--- src/rtl/sd_desc_fetch.sv ---
// sd_desc_fetch
//   Walks one storage-descriptor chain in sd_memory starting at a supplied
//   pointer. Reads are pipelined: sd_memory returns data exactly 2 cycles
//   after a read. Returned entries go into a small return buffer, and the
//   buffer head is streamed to the consumer with valid/ready. The walk stops
//   at the entry whose dcntl marks end-of-descriptor (EOM or SOM_EOM). Reads
//   already in flight at that point are discarded.
//
// Optional feature macro: SDF_ERR_CHECK_EN
//   When defined, a sticky error is raised in two cases:
//     - the first entry of a chain is not SOM/SOM_EOM;
//     - MAX_LEN entries are pushed without an end. The chain is then
//       truncated.
//   When undefined, chains are unbounded and sdf__xx__err is tied 0.
//
// Ports
//   clk, reset_poweron                  clock, async active-high reset
//   xx__sdf__valid/ptr, sdf__xx__ready  chain start request
//   sdf__sdm__read/addr                 read strobe and address to sd_memory
//   sdm__sdf__*                         sd_memory return (valid + entry fields)
//   sdf__cns__*, cns__sdf__ready        buffered entry stream to the consumer
//   sdf__xx__done                       1-cycle pulse when the chain completes
//   sdf__xx__err                        sticky chain error
//
// state  | meaning
// S_IDLE | waiting for a start request; ready=1
// S_FETCH| issuing reads under credit; pushing returns into the buffer
// S_DRAIN| end seen; discarding in-flight returns until the buffer empties
module sd_desc_fetch #(
  parameter int ADDR_W     = 10,
  parameter int OP_W       = 2,
  parameter int OPT_N      = 2,
  parameter int OPT_TYPE_W = 8,
  parameter int OPT_VAL_W  = 24,
  parameter int FIFO_DEPTH = 4,
  parameter int MAX_LEN    = 64
) (
  input  logic                        clk,
  input  logic                        reset_poweron,
  input  logic                        xx__sdf__valid,
  input  logic [ADDR_W-1:0]           xx__sdf__ptr,
  output logic                        sdf__xx__ready,
  output logic                        sdf__sdm__read,
  output logic [ADDR_W-1:0]           sdf__sdm__addr,
  input  logic                        sdm__sdf__valid,
  input  logic [1:0]                  sdm__sdf__icntl,
  input  logic [1:0]                  sdm__sdf__dcntl,
  input  logic [OP_W-1:0]             sdm__sdf__op,
  input  logic [OPT_N*OPT_TYPE_W-1:0] sdm__sdf__opt_type,
  input  logic [OPT_N*OPT_VAL_W-1:0]  sdm__sdf__opt_val,
  output logic                        sdf__cns__valid,
  input  logic                        cns__sdf__ready,
  output logic [1:0]                  sdf__cns__icntl,
  output logic [1:0]                  sdf__cns__dcntl,
  output logic [OP_W-1:0]             sdf__cns__op,
  output logic [OPT_N*OPT_TYPE_W-1:0] sdf__cns__opt_type,
  output logic [OPT_N*OPT_VAL_W-1:0]  sdf__cns__opt_val,
  output logic                        sdf__xx__done,
  output logic                        sdf__xx__err
);

  localparam int ENT_W = 4 + OP_W + OPT_N*OPT_TYPE_W + OPT_N*OPT_VAL_W;
  localparam int PTR_W = $clog2(FIFO_DEPTH);
  localparam int CNT_W = PTR_W + 1;
  localparam logic [CNT_W:0] DEPTH_C = FIFO_DEPTH[CNT_W:0];

  typedef enum logic [1:0] {S_IDLE, S_FETCH, S_DRAIN} state_t;

  state_t            state, state_nxt;
  logic [ADDR_W-1:0] addr_q;
  logic [CNT_W-1:0]  outst_q;
  logic [CNT_W-1:0]  fifo_cnt_q;
  logic [PTR_W-1:0]  wptr_q, rptr_q;
  logic [ENT_W-1:0]  fifo_mem [FIFO_DEPTH];
  logic [ENT_W-1:0]  ret_ent, head_ent;

  logic accept, push, pop, rd, ret_end, ret_dec, credit_ok, stop_fetch, len_hit;
  logic fifo_empty;

  assign ret_ent    = {sdm__sdf__icntl, sdm__sdf__dcntl, sdm__sdf__op,
                       sdm__sdf__opt_type, sdm__sdf__opt_val};
  assign ret_end    = sdm__sdf__dcntl[1];
  assign fifo_empty = (fifo_cnt_q == '0);
  assign accept     = xx__sdf__valid && (state == S_IDLE);
  assign push       = (state == S_FETCH) && sdm__sdf__valid;
  assign pop        = !fifo_empty && cns__sdf__ready;
  // Guard against returns still in flight from before a reset: they arrive
  // with outstanding already cleared.
  assign ret_dec    = sdm__sdf__valid && (outst_q != '0);
  // Buffered plus in-flight entries must fit the buffer, so a push never
  // finds the buffer full.
  assign credit_ok  = ({1'b0, fifo_cnt_q} + {1'b0, outst_q}) < DEPTH_C;
  assign stop_fetch = push && (ret_end || len_hit);
  assign rd         = (state == S_FETCH) && credit_ok && !stop_fetch;

  always_comb begin
    state_nxt     = state;
    sdf__xx__done = 1'b0;
    case (state)
      S_IDLE:  if (accept) state_nxt = S_FETCH;
      S_FETCH: if (stop_fetch) state_nxt = S_DRAIN;
      S_DRAIN: begin
        if ((outst_q == '0) && fifo_empty) begin
          sdf__xx__done = 1'b1;
          state_nxt     = S_IDLE;
        end
      end
      default: state_nxt = S_IDLE;
    endcase
  end

  always_ff @(posedge clk or posedge reset_poweron) begin
    if (reset_poweron) begin
      state      <= S_IDLE;
      addr_q     <= '0;
      outst_q    <= '0;
      fifo_cnt_q <= '0;
      wptr_q     <= '0;
      rptr_q     <= '0;
    end else begin
      state <= state_nxt;
      if (accept)  addr_q <= xx__sdf__ptr;
      else if (rd) addr_q <= addr_q + 1'b1;
      case ({rd, ret_dec})
        2'b10:   outst_q <= outst_q + 1'b1;
        2'b01:   outst_q <= outst_q - 1'b1;
        default: outst_q <= outst_q;
      endcase
      if (push) wptr_q <= wptr_q + 1'b1;
      if (pop)  rptr_q <= rptr_q + 1'b1;
      case ({push, pop})
        2'b10:   fifo_cnt_q <= fifo_cnt_q + 1'b1;
        2'b01:   fifo_cnt_q <= fifo_cnt_q - 1'b1;
        default: fifo_cnt_q <= fifo_cnt_q;
      endcase
    end
  end

  // Storage needs no reset: the head is masked while the buffer is empty.
  always_ff @(posedge clk) begin
    if (push) fifo_mem[wptr_q] <= ret_ent;
  end

  assign head_ent = fifo_empty ? '0 : fifo_mem[rptr_q];

  assign sdf__xx__ready  = (state == S_IDLE);
  assign sdf__sdm__read  = rd;
  assign sdf__sdm__addr  = rd ? addr_q : '0;
  assign sdf__cns__valid = !fifo_empty;
  assign {sdf__cns__icntl, sdf__cns__dcntl, sdf__cns__op,
          sdf__cns__opt_type, sdf__cns__opt_val} = head_ent;

`ifdef SDF_ERR_CHECK_EN
  localparam int LEN_W = $clog2(MAX_LEN + 1);
  localparam logic [LEN_W-1:0] MAX_LEN_C = MAX_LEN[LEN_W-1:0];

  // Entries left before the chain is truncated. This is a down-counter
  // with a terminal count at 1.
  logic [LEN_W-1:0] len_left_q;
  logic             first_q;
  logic             err_q;

  assign len_hit = push && !ret_end && (len_left_q == LEN_W'(1));

  always_ff @(posedge clk or posedge reset_poweron) begin
    if (reset_poweron) begin
      len_left_q <= '0;
      first_q    <= 1'b0;
      err_q      <= 1'b0;
    end else if (accept) begin
      len_left_q <= MAX_LEN_C;
      first_q    <= 1'b1;
      err_q      <= 1'b0;
    end else if (push) begin
      len_left_q <= len_left_q - 1'b1;
      first_q    <= 1'b0;
      // dcntl[0] set means SOM or SOM_EOM.
      if ((first_q && !sdm__sdf__dcntl[0]) || len_hit) err_q <= 1'b1;
    end
  end

  assign sdf__xx__err = err_q;
`else
  assign len_hit      = 1'b0;
  assign sdf__xx__err = 1'b0;
`endif

endmodule

--- config.mk ---
export PLATFORM = sky130hd
export DESIGN_NAME = sd_desc_fetch
export DESIGN_NICKNAME = d
export VERILOG_FILES = /design/src/rtl/sd_desc_fetch.sv
export SDC_FILE = /design/constraint.sdc
export NUM_CORES = 1
export LEC_CHECK = 0
export ABC_AREA = 1
export BUFFER_PORTS_ARGS = -buffer_cell sky130_fd_sc_hd__buf_2
export CAP_MARGIN = 10
export CORE_MARGIN = 8
export CORE_UTILIZATION = 52
export DETAILED_ROUTE_END_ITERATION = 16
export PLACE_DENSITY = 0.83
export SLEW_MARGIN = 15
export SYNTH_ARGS = -nofsm -noshare
export SYNTH_HDL_FRONTEND = slang
export SYNTH_SLANG_ARGS = --single-unit
--- constraint.sdc ---
create_clock -name clk -period 4.39 [get_ports clk]
set_input_delay 0.878 -clock clk [delete_from_list [all_inputs] [get_ports clk]]
set_output_delay 0.878 -clock clk [all_outputs]
set_load 0.01 [all_outputs]
==> results_dict.tcl <==
set metrics [dict create \
    end_kind "output pin" \
    hpwl_um 16000 \
    cellPowerDensity_mw_per_mm2 693 \
    clock-skew-final_ns 0.0109 \
    cts_resized 0 \
    dr.pass1.iters 7 \
    port_buffers 168 \
    fin_cells 1535 \
    syn-num-nets 1131 \
    cts.htree.levels 1 \
    min_period_ns 3.62 \
    worst_pin_slew_ns 0.953 \
    synth_top_area_share_pct 68.5 \
    cts_setup_buffers 0 \
    pin_count 170 \
    placed_cells 1478 \
    wl_per_cell_um 17.5 \
    path_max_fanout 82 \
    ir_drop_mv 0.403 \
    vias 8159 \
    grt_max_degree 83 \
    mostFrequentLayoutCell "nor2_1" \
    drc 0 \
    track_usage_pct 18.2 \
    fp.dieH_um 170 \
    grt_pass1_vias 8285 \
    async_reset_ff_share_pct 7.28 \
    finalSetupViolCount 0 \
    totalPowerFinal_mw 9.98 \
    wl_um 26800 \
    die_w_um 170 \
    drt_iter0_markers 580 \
    final-hold-violation-count 0 \
    synth.ff_latch_count 302 \
    fin_crit_sh_pct 82.4 \
    slowest_delay_ns 0.60 \
    postSynthAreaPerCell_um2 11.9 \
    synthCells 1035 \
    synth_edf_count 280 \
    place_congestion 0.816 \
    p_leak_nw 5.36 \
    netlist_area_mm2 0.0123 \
    yosys_warnings 0 \
    synth_area_leaders "edfxtp_1 69%, nor2_1 9.3%, o21ai_0 6.3%, dfrtp_1 4.5%, a21oi_1 2.9%" \
    fillers 1788 \
    final_core_utilization_pct 61.7 \
    path_class "reg2out" \
    path_clk_slew_ns 0.06 \
    avgViaCountPerCell 5.32 \
    crit_family "buffers and inverters" \
    cts_buffers 30 \
    fin_nets 1287 \
    clock.fmax_mhz 276 \
    r2r_slack_ns 1.77 \
    grt_first_pass_wirelength_um 41900 \
    rsz0062_at_grt "false" \
    hp-class "reg2reg" \
    start_util_pct 52.6 \
    drive_gt1_share_pct 19.3 \
    maxCapViolCount 0 \
    crit_required_ns 3.51 \
    worstReg2RegEnd "outst_q[1]" \
    relSlewSlack_pct 36.4 \
    row_count 56 \
    r2r_start "fifo_cnt_q[2]" \
    cts_tree "yes" \
    coreArea_mm2 0.0233 \
    hold_buffers 0 \
    synthToLayoutAreaGrowth_pct 17.3 \
    critPathBufInv 3 \
    critical-path-slowest-cell "clkinv_2" \
    drtAntennaViolNets 0 \
    grt_overflow_total 0 \
    outcome "finished clean" \
    cts_buffer_depth 3 \
    worstSetupStartpointType "flop" \
    antenna_found_initial 3 \
    holdPathStages 1 \
    cp.arrival_ns 2.74 \
    synth-seq-area-share_pct 73.0 \
    dieArea_mm2 0.0288 \
    whs_endpoint "outst_q[0]" \
    worstRegToRegCells 9 \
    layout_common_cells "301 x nor2_1, 280 x edfxtp_1, 168 x buf_2, 154 x o21ai_0, 72 x a21oi_1" \
    synth_top_cell_by_area "edfxtp_1" \
    yosysUniqueCellTypes 25 \
    slew_violations 0 \
    ys.flop_type "edfxtp_1" \
    clockRootBuffer "clkbuf_16" \
    cts.sinks 302 \
    min_from "outst_q[0]" \
    clkLatencyLatePin_ns 0.54 \
    path_cells "clkinv_2 -> buf_12 -> o21ai_0 -> a21oi_1 -> buf_2" \
]
## cell usage after synthesis, drive strengths merged (4+ instances only)
cell,count
a21oi,72
buf,28
clkbuf,31
dfrtp,22
edfxtp,280
ha,9
inv,37
nand2,55
nand3,23
nor2,305
o21ai,154
or2,4
xor2,4
## worst reg2reg max path, delay by kind of cell (launching register included)
family | cells | cell delay, ns
AO/OA/AOI/OAI | 1 | 0.15
buffers and inverters | 2 | 0.14
AND/OR/NAND/NOR | 3 | 0.66
flip-flops | 1 | 0.43
adder cells (fa/ha/maj) | 3 | 1.14
## layer usage
metal / up-vias / global-route usage [%] / wire (um)
met2: 276 / 31.8 / 13600
met1: 3903 / 22.2 / 10900
li1: 3914 / - / -
met5: - / 0 / 23
met4: 4 / 6.77 / 610
met3: 62 / 3.40 / 1680
## through the flow
step           setup WS [ns]  instance area, um^2  TNS [ns]  hold WS (ns)
6_report               0.773                14400         0         0.514
5_1_grt                0.561                14400         0         0.534
4_1_cts                0.745                14400         0         0.518
3_5_place_dp            1.35                13400         0         0.505
3_3_place_gp            1.41                13400         0         0.495
2_1_floorplan         -0.320                12300    -89.61         0.468
## flip-flops by register name, indices dropped and copies added, names as in the netlist
signal and flops:
fifo_cnt_q 3, outst_q 3, fifo_mem 280, addr_q 10, wptr_q 2, rptr_q 2, state 2
## layout make-up
cell class	count	area [um^2]	area share, %
sequential	302	8960	62.3
multi-input combinational	637	2910	20.2
timing repair buffer	183	991	6.88
clock buffer	38	802	5.57
tap	319	399	2.77
clock inverter	18	186	1.30
inverter	37	140	0.973
antenna	1	2.50	0.0174
## worst max-delay path by stage
stage	from	to	slack, ns	depth (start not counted)
5_1_grt	rptr_q[0]	sdf__cns__opt_type[15]	0.56	5
3_5_place_dp	rptr_q[0]	sdf__cns__opt_val[12]	1.35	5
3_3_place_gp	sdm__sdf__dcntl[1]	sdf__sdm__addr[7]	1.41	7
2_1_floorplan	sdm__sdf__valid	fifo_mem[0][0]	-0.32	4
4_1_cts	rptr_q[0]	sdf__cns__opt_type[15]	0.74	5
6_report	rptr_q[0]	sdf__cns__opt_type[2]	0.77	5
## power by group
group          switching [mW]  internal (mW)
clock network            1.01           1.52
logic                    2.44           1.23
registers               0.190           3.60
total                    3.63           6.34
## cells by family after synthesis
group,synth area share [%]
compound gates,9.27
flops,73.0
buf+inv,3.52
other cells,0.0306
simple gates,12.4
xor+xnor,0.500
fa+ha+maj,1.24
Note: power is estimated with default switching activity, not from simulation.
